## src/rtl/hdmi_frame_checker_pkg.sv

```systemverilog
// rtl/hdmi_frame_checker_pkg.sv - shared state encoding and capture word layout
// Field offsets describe {R,G,B,h,v,ts} as written by the capture FIFO.
package hdmi_frame_checker_pkg;

  typedef enum logic [1:0] {
    ST_HUNT   = 2'd0,
    ST_CHECK  = 2'd1,
    ST_RESYNC = 2'd2
  } state_t;

  localparam int R_MSB  = 71;
  localparam int R_LSB  = 64;
  localparam int G_MSB  = 63;
  localparam int G_LSB  = 56;
  localparam int B_MSB  = 55;
  localparam int B_LSB  = 48;
  localparam int H_MSB  = 47;
  localparam int H_LSB  = 36;
  localparam int V_MSB  = 35;
  localparam int V_LSB  = 24;
  localparam int TS_MSB = 23;
  localparam int TS_LSB = 0;

  // Test pattern: R carries the column, G the line, B their XOR.
  function automatic logic [23:0] exp_pixel(input logic [11:0] h, input logic [11:0] v);
    return {h[7:0], v[7:0], h[7:0] ^ v[7:0]};
  endfunction

endpackage

```

## src/rtl/hdmi_frame_checker_sat_cnt16.sv

```systemverilog
// rtl/hdmi_frame_checker_sat_cnt16.sv - 16-bit saturating event counter
// Clear wins over a simultaneous increment.
module sat_cnt16
  import hdmi_frame_checker_pkg::*;
(
  input  logic        clk,
  input  logic        rst_n,
  input  logic        inc,
  input  logic        clr,
  output logic [15:0] q
);

  logic [15:0] r_q;

  always_ff @(posedge clk or negedge rst_n) begin
    if (!rst_n) begin
      r_q <= '0;
    end else if (clr) begin
      r_q <= '0;
    end else if (inc && (r_q != 16'hFFFF)) begin
      r_q <= r_q + 16'd1;
    end
  end

  assign q = r_q;

endmodule

```

## config.mk

```make
export PLATFORM = sky130hd
export DESIGN_NAME = sat_cnt16
export DESIGN_NICKNAME = d
export VERILOG_FILES = /design/src/rtl/hdmi_frame_checker_pkg.sv /design/src/rtl/hdmi_frame_checker_sat_cnt16.sv
export SDC_FILE = /design/constraint.sdc
export NUM_CORES = 1
export LEC_CHECK = 0
export CAP_MARGIN = 20
export CORE_MARGIN = 5
export CORE_UTILIZATION = 60
export DETAILED_ROUTE_END_ITERATION = 16
export DONT_BUFFER_PORTS = 1
export PLACE_DENSITY = 0.76
export SYNTH_ARGS = -nofsm -noshare
export SYNTH_HDL_FRONTEND = slang
export SYNTH_SLANG_ARGS = --single-unit
```

## constraint.sdc

```tcl
create_clock -name clk -period 5.17 [get_ports clk]
set_input_delay 0.517 -clock clk [delete_from_list [all_inputs] [get_ports clk]]
set_output_delay 0.517 -clock clk [all_outputs]
set_load 0.05 [all_outputs]
```

==> summary.md, run 1 <==
| Metric | Value |
|---|---|
| Status | completed |
| All-Layer GR Usage | 17.7% |
| Final WS setup | 2.54 ns |
| Post-synth EDFFs | 0 |
| Reg clk slew, reported paths | about 0.090 ns |
| Power Total | just over 200 uW |
| Max FFs per register | 16 |
| WHS | approximately 0.28 ns |
| Slew @ Worst Pin | 0.851 ns |
| Initial Util | a little over three fifths |
| Hold Path End | q[4]$_DFFE_PN0P_ |
| Post-route ant nets | 0 |
| VDD IR max | between 0.15 and 0.2 mV |
| Crit path kind | reg -> reg |
| Fraction of registers with async set/reset | 100% |
| Ranking of synthesized cells by area | dfrtp_1, a21oi_1, o31ai_1 |
| Synth top cells by count | dfrtp_1, a21oi_1, o31ai_1 |
| Hold_buf cts | 1 |
| Final GP Congestion | 0.795 |
| Worst Path Arrival | between 2 and 3 ns |
| Total leakage power | approximately 0.0004 uW |
| Reg-to-reg startpoint | q[0]$_DFFE_PN0P_ |
| Most frequent cell after synthesis | dfrtp_1 |
| Pin count of the biggest net entering global routing | 23 |
| H-tree depth | 1 |
| Clk Latency, worst-skew pair | 0.28 ns |
| Reg2Reg Setup Slack | 2.54 ns |
| CP Cell Sequence | ha_1 -> nand4_2 -> nor4_4 -> nor4_1 -> mux2_1 |
| IO buf count | 0 |
| Clock Skew | roughly 0.0018 ns |
| Family with the most delay on the worst path | simple AND/OR/NAND/NOR gates |
| Num Clock Sinks | 16 |
| 1st-iter DRT viols | 5 |
| RSZ-0062 raised after global routing | no |
| Worst R2R Path Depth | 5 |
| DRC viols | 0 |
| Post-Place Cells | approximately 110 |
| Period Utilization, post-route | 50.8% |
| Post-CTS setup buffer count | 0 |
| CTS root buf | clkbuf_4 |
| Hold Crit Depth | 1 |
| CP Capture Type | register |
| Final setup violation count | 0 |
| Crit path buffers/inverters | 0 |
| Diode count | 0 |
| Ys Warns | 0 |
| Slew Limit Headroom | 42.9% |
| RR Endpoint | q[11]$_DFFE_PN0P_ |
| CTS Buf Count | 3 |
| Multi-input gate area | just over 500 sq um |
| Main synth FF type | dfrtp_1 |
| Synthesized instance count | ~100 |
| Post-place setup slack | between 2 and 3 ns |
| Post-synth top area share | 42.5% |
| P per Cell Area | between 200 and 250 mW/mm^2 |
| Synthesized cell area | 942 sq um |
| Finished Layout Cells | roughly 110 |
| Hold Path Class | in -> reg |
| Area grow syn2layout | 2.79% |
| Final nets | around 100 |
| CP max-delay cell | nor4_4 |
| Seq/Total Area, Yosys | 42.5% |
| Ratio of cells with drive above 1 in the final layout | about 12% |
| CTS resizes | 0 |
| Avg WL per Cell | ~18 um |
| Routed WL | 2000 um |
| IO Pins | 20 |
| Core area | between 0.0015 and 0.002 sq mm |
| Setup TNS | 0 ns |
| Max Fanout on Critical Path | 19 |
| First-pass GRT wire length | between 3000 and 4000 um |
| FMAX | about 380 MHz |
| Hold Vio Cnt, Final | 0 |
| Reg area | 400 sq um |
| Max Cap Violations | 0 |
| Fin crit period | 2.63 ns |
| Syn Nets | around 100 |
| Half-perimeter wire length after placement | between 1000 and 1500 um |
| Vias | 801 |
| Yosys reg bits | 16 |
| Worst path max stage delay | about 0.82 ns |
| Initial antenna violation count | 0 |
| Data required time at the worst endpoint | 5.34 ns |
| HP Start | clr |
| Die height | between 40 and 50 um |
| Filler Cell Count | about 140 |
| Avg Synthesized Cell Area | between 9 and 10 sq um |
| CTS tree | yes |
| Vias per cell | between 7 and 8 |
| Final Slew Violations | 0 |
| Die area | roughly 0.0025 sq mm |
| Die X | 49.6 um |
| Count of different cell masters after synthesis | 28 |
| Vias in the first global route | 746 |
| Max Buffers Root-to-Sink | 2 |
| Drt pass-1 iters | 4 |
| Worst Setup Start Kind | register |
| GR Overflow Total | 0 |
| Synth area leader | dfrtp_1 |
| Row count | 14 |
==> layout by cell type (no fill, tap or decap), types with 4 or more instances in the layout <==
master and instances:
a21oi_1 11, or4_1 5, nor2b_1 4, dfrtp_1 16, o31ai_1 7, nand2_1 6
mux2_1 4, nor2_1 4, nor4_1 4, nand4_1 6
==> cell type report <==
type | instances | area share, %
inverter | 3 | 1.16
multi-input combinational | 74 | 52.1
tap | 16 | 2.07
sequential | 16 | 41.3
clock buffer | 3 | 2.33
timing repair buffer | 1 | 1.03
==> worst max path at each step <==
stage	slack, ns	depth (start not counted)	to	from
4_1_cts	2.56	5	q[11]$_DFFE_PN0P_	q[0]$_DFFE_PN0P_
5_1_grt	2.37	5	q[15]$_DFFE_PN0P_	q[0]$_DFFE_PN0P_
2_1_floorplan	3.05	5	q[15]$_DFFE_PN0P_	q[0]$_DFFE_PN0P_
3_3_place_gp	2.63	5	q[15]$_DFFE_PN0P_	q[0]$_DFFE_PN0P_
6_report	2.54	5	q[11]$_DFFE_PN0P_	q[0]$_DFFE_PN0P_
3_5_place_dp	2.57	5	q[11]$_DFFE_PN0P_	q[0]$_DFFE_PN0P_
==> cells by family (layout without fill, tap and decap cells) <==
| logic type | count (synthesis) | count (layout) | synth area share, % |
|---|---|---|---|
| adders and majority gates | 1 | 1 | 1.33 |
| muxes | 4 | 4 | 4.78 |
| and+or+nand+nor | 45 | 45 | 31.2 |
| DFF | 16 | 16 | 42.5 |
| buffers and inverters | 8 | 7 | 3.98 |
| AOI/OAI and AO/OA | 24 | 24 | 16.2 |
==> through the flow <==
| stage | area (sq um) | util (%) |
|---|---|---|
| floorplan | 942 | - |
| global placement | 936 | 62.1 |
| detailed placement | 936 | 62.1 |
| CTS | 968 | 64.3 |
| global route | 968 | 64.3 |
| finish | 968 | 64.3 |
==> layer usage <==
metal	vias to the layer above	global-route usage [%]	part of all wire, %
li1	383	-	-
met1	379	21.4	41
met2	35	28.2	51
met3	4	6.02	7.2
met4	0	7.86	1.2
met5	-	0	0
==> power by group <==
group          internal, uW  switching [uW]  total, uW
clock                  27.1            38.2       65.2
sequential              126            5.88        132
combinational          2.60            6.16       8.76
total                   156            50.2        206
Note: power is estimated with default switching activity, not from simulation.
==> run 2: changes to the inputs <==
- CORE_UTILIZATION: 60 -> 54
- PLACE_DENSITY: 0.76 -> 0.72
- clock period: 5.17 -> 2.1 ns (I/O delays scaled with it)
==> run 2 against run 1 <==
- via count up 8.2%
- wire length up 17%
- sequential cell count unchanged
- final cell count up 19%
- register-to-register slack worse by 2.3 ns
- non-clock buffer count up 19
- maximum frequency up 42%
- combinational power rose to 5.1 times the previous value
- critical endpoint unchanged
==> summary.md, run 2 (synthesized netlist as in run 1, its figures left out) <==
| Metric | Value |
|---|---|
| FMAX | approximately 540 MHz |
| Ratio of cells with drive above 1 in the final layout | roughly 27% |
| CP Cell Sequence | ha_1 -> nand4_2 -> nor4_4 -> nor4_1 -> mux2_1 |
| Most frequent cells in the layout | buf_4, dfrtp_1, a21oi_1, o31ai_1 |
| Max Fanout on Critical Path | 9 |
| IO Pins | 20 |
| Area grow syn2layout | 19.0% |
| Final nets | roughly 120 |
| Total leakage power | 0.000490 uW |
| Initial antenna violation count | 0 |
| Hold Vio Cnt, Final | 0 |
| CTS Buf Count | 3 |
| Post-place setup slack | between 0.2 and 0.3 ns |
| CP max-delay cell | nor4_4 |
| Status | completed |
| Max Buffers Root-to-Sink | 2 |
| Diode count | 0 |
| Hold Path Class | in -> reg |
| Vias in the first global route | 800 |
| Final setup violation count | 0 |
| Vias per cell | about 6.5 |
| IO buf count | 0 |
| 1st-iter DRT viols | 11 |
| H-tree depth | 1 |
| RSZ-0062 raised after global routing | no |
| Clock Skew | about 0.0010 ns |
| Crit path buffers/inverters | 0 |
| Initial Util | about 56% |
| Worst Setup Start Kind | register |
| VDD IR max | 0.275 mV |
| Max Cap Violations | 0 |
| Clk Latency, worst-skew pair | around 0.30 ns |
| Slew Limit Headroom | between 50 and 60% |
| Row count | 15 |
| Fin crit period | about 1.9 ns |
| CTS resizes | 0 |
| Hold_buf cts | 2 |
| Crit path kind | reg -> reg |
| Post-CTS setup buffer count | 0 |
| Commonest non-fill, non-tap cell in the layout | buf_4 |
| Core area | around 0.0017 sq mm |
| DRC viols | 0 |
| Pin count of the biggest net entering global routing | 23 |
| Period Utilization, post-route | 88.1% |
| GR Overflow Total | 0 |
| Die area | roughly 0.0027 sq mm |
| Reg clk slew, reported paths | roughly 0.09 ns |
| Avg WL per Cell | ~17 um |
| Data required time at the worst endpoint | approximately 2.3 ns |
| Worst path max stage delay | roughly 0.50 ns |
| Num Clock Sinks | 16 |
| Vias | ~870 |
| All-Layer GR Usage | about a fifth |
| Setup TNS | 0 ns |
| Worst Path Arrival | between 2 and 2.5 ns |
| Max FFs per register | 16 |
| Half-perimeter wire length after placement | roughly 1600 um |
| Final Slew Violations | 0 |
| CTS root buf | clkbuf_4 |
| Slew @ Worst Pin | 0.739 ns |
| Worst R2R Path Depth | 5 |
| Die X | roughly 52 um |
| P per Cell Area | between 400 and 500 mW/mm^2 |
| Final GP Congestion | a little under 0.8 |
| Family with the most delay on the worst path | simple AND/OR/NAND/NOR gates |
| CP Capture Type | register |
| CTS tree | yes |
| Final WS setup | 0.249 ns |
| Drt pass-1 iters | 4 |
| Hold Crit Depth | 2 |
| Stages on worst setup path | 5 |
| Post-route ant nets | 0 |
| First-pass GRT wire length | between 3000 and 4000 um |
| Die height | about 52 um |
| Routed WL | 2340 um |
## run 2: changes by cell type in the layout (fill, tap and decap cells not counted), sizes merged
cell         change
buf             +18
clkbuf           +1
dlygate4sd3      +1
## run 2: area by class of cell
type,count,area (sq um)
clock buffer,4,26.3
fill,136,568
sequential,16,403
timing repair buffer,20,155
inverter,3,11.3
tap,17,21.3
multi-input combinational,74,504
## run 2: path summary, 6_finish.rpt
check	startpoint	to	slack (ns)
setup / recovery	q[0]$_DFFE_PN0P_	q[11]$_DFFE_PN0P_	0.25
hold / removal	inc	q[1]$_DFFE_PN0P_	0.08
setup reg to reg	q[0]$_DFFE_PN0P_	q[11]$_DFFE_PN0P_	0.25
hold reg to reg	q[6]$_DFFE_PN0P_	q[6]$_DFFE_PN0P_	0.62
max in group asynchronous	rst_n	q[1]$_DFFE_PN0P_	1.18
min in group asynchronous	rst_n	q[5]$_DFFE_PN0P_	0.41
## run 2: routing by layer
metal	GRT usage [%]	vias to the layer above	wire length (um)	share of wire (%)
met4	9.17	0	44	1.9
met3	3.44	5	141	6.0
li1	-	426	-	-
met5	0	-	0	0
met2	31.1	31	1120	48
met1	26.2	405	1030	44
## run 2: power by group
part	total [uW]	internal [uW]	switching [uW]
sequential	313	311	2.32
clock	175	74.2	101
combinational	44.5	11.3	33.2
total	533	396	136
## run 2: metrics by stage
stage | utilization (%) | area (sq um) | cells | total power [uW] | hold slack [ns]
global placement | 63.6 | 1070 | 128 | 350 | -0.0852
CTS | 66.4 | 1120 | 134 | 534 | 0.0661
detailed placement | 63.6 | 1070 | 128 | 351 | -0.0851
finish | 66.4 | 1120 | 134 | 533 | 0.0755
global route | 66.4 | 1120 | 134 | 554 | 0.0693
floorplan | - | 945 | 98 | 348 | -0.0856
==> run 3: changes to the inputs <==
- CORE_UTILIZATION: 54 -> 60
- PLACE_DENSITY: 0.72 -> 0.76
- clock period: 2.1 -> 2.35 ns (I/O delays scaled with it)
==> run 3 against run 2 <==
- global-route usage rose by 0.85 points
- sequential cell count unchanged
- critical path depth is the same
- sequential share of layout area down 0.73 points
- register-to-register slack improved by 0.19 ns
- first-iteration DRC count down 27%
- cell area increased by 1.5%
- clock-buffer cell count is the same
- maximum frequency is 3.3% lower
- worst hold slack improved by 0.038 ns
- die area is 8.1% lower
- utilization up 9.1 points
- critical endpoint unchanged
- highest routed layer unchanged
==> summary.md, run 3 (synthesized netlist as in run 1, its figures left out) <==
| Metric | Value |
|---|---|
| Post-route ant nets | 0 |
| Initial antenna violation count | 0 |
| Period Utilization, post-route | 81.5% |
| Routed WL | 2320 um |
| Vias | around 890 |
| FMAX | around 520 MHz |
| Core area | approximately 0.0015 sq mm |
| All-Layer GR Usage | about a fifth |
| CTS tree | yes |
| Clock Skew | ~0.0070 ns |
| Area grow syn2layout | 20.7% |
| Slew Limit Headroom | roughly half |
| Ratio of cells with drive above 1 in the final layout | between 20% and 30% |
| Initial Util | 62.5% |
| DRC viols | 0 |
| Data required time at the worst endpoint | approximately 2.5 ns |
| GR Overflow Total | 0 |
| Setup TNS | 0 ns |
| CTS root buf | clkbuf_4 |
| First-pass GRT wire length | between 4000 and 5000 um |
| Vias per cell | about 6.6 |
| DR WL met2 | 1190 um |
| Die X | 49.6 um |
| Slew @ Worst Pin | approximately 0.76 ns |
| Commonest non-fill, non-tap cell in the layout | buf_4 |
| Max FFs per register | 16 |
| IO buf count | 0 |
| Reg clk slew, reported paths | 0.10 ns |
| Num Clock Sinks | 16 |
| Met1 Wirelength | around 1000 um |
| Worst Path Arrival | around 2.1 ns |
| Finished Layout Cells | 134 |
| Row count | 14 |
| Die area | 0.00246 sq mm |
| 1st-iter DRT viols | 8 |
| Worst Setup Start Kind | register |
| Total leakage power | approximately 0.00050 uW |
| Die height | 49.6 um |
| Max Fanout on Critical Path | 5 |
| Half-perimeter wire length after placement | ~1600 um |
| Post-Place Cells | around 130 |
| Top layer in use | met4 |
| Avg WL per Cell | 17.3 um |
| Met3 routed wirelength | around 120 um |
| Drt pass-1 iters | 4 |
| Status | completed |
| CTS Buf Count | 3 |
| Filler Cell Count | 123 |
| Pin count of the biggest net entering global routing | 23 |
| CP Capture Type | register |
| Max Buffers Root-to-Sink | 2 |
| VDD IR max | roughly 0.35 mV |
| Most frequent cells in the layout | buf_4, dfrtp_1, a21oi_1, o31ai_1 |
| Final setup violation count | 0 |
| Final GP Congestion | 0.777 |
| IO Pins | 20 |
| CTS resizes | 0 |
| Max Cap Violations | 0 |
| Final Slew Violations | 0 |
| Hold Vio Cnt, Final | 0 |
| Hold Path Class | in -> reg |
| Fin crit period | roughly 1.9 ns |
| Clk Latency, worst-skew pair | approximately 0.29 ns |
| H-tree depth | 1 |
| Final nets | 124 |
| RSZ-0062 raised after global routing | no |
| P per Cell Area | 443 mW/mm^2 |
| Vias in the first global route | around 900 |
| Diode count | 0 |
| Crit path kind | reg -> reg |
run 3: cell types whose count changed in the layout (fill, tap and decap cells not counted):
cell           previous run  this run
clkbuf_1                  1         0
dfrtp_1                  14        16
dlygate4sd3_1             2         3
clkbuf_8                  0         1
dfrtp_2                   2         0
run 3: repair_timing:
action	4_1_cts	5_1_grt
endpoints found under the hold margin	27	1
setup buffers	0	0
setup endpoints to repair	0	0
hold buffers	2	1
run 3: metal layers:
metal	vias to the layer above	track usage, %
met5	-	0
met4	0	6.55
met3	4	4.82
met2	27	33.9
met1	434	26.3
li1	421	-
run 3: final timing paths:
check	from	to	slack, ns	depth (start not counted)
worst max register to register	q[1]$_DFFE_PN0P_	q[11]$_DFFE_PN0P_	0.44	5
worst min register to register	q[6]$_DFFE_PN0P_	q[6]$_DFFE_PN0P_	0.64	2
min in group asynchronous	rst_n	q[12]$_DFFE_PN0P_	0.45	1
worst max-delay path	q[1]$_DFFE_PN0P_	q[11]$_DFFE_PN0P_	0.44	5
max in group asynchronous	rst_n	q[6]$_DFFE_PN0P_	1.42	1
worst min-delay path	inc	q[1]$_DFFE_PN0P_	0.11	2
run 3: cell type report:
type,count,area [sq um],share of cell area (%)
multi-input cells,74,504,44.3
flip-flops and latches,16,400,35.2
repair buffers,21,165,14.5
clock buffers,4,36.3,3.19
well taps,16,20.0,1.76
inverters,3,11.3,0.990
run 3: power breakdown:
part           internal (uW)  switching, uW
registers                278           1.80
logic                   11.2           29.7
clock network           94.2           89.3
run 3: critical path: stages (launching register included):
cell     delay [ns]
dfrtp_1        0.37
buf_4          0.22
and4_2         0.25
nand4_1        0.21
nor4_1         0.40
mux2_1         0.36
run 3: metrics by stage:
step	power (uW)	hold WS [ns]	worst slack, ns	util [%]	instance area, sq um
after CTS	505	0.00152	0.426	74.8	1130
final	504	0.114	0.435	75.5	1140
after global placement	312	-0.0602	0.487	71.1	1070
after global routing	536	0.0996	0.331	75.5	1140
after detailed placement	313	-0.0602	0.445	71.1	1070
after floorplan	310	-0.0606	0.234	-	942
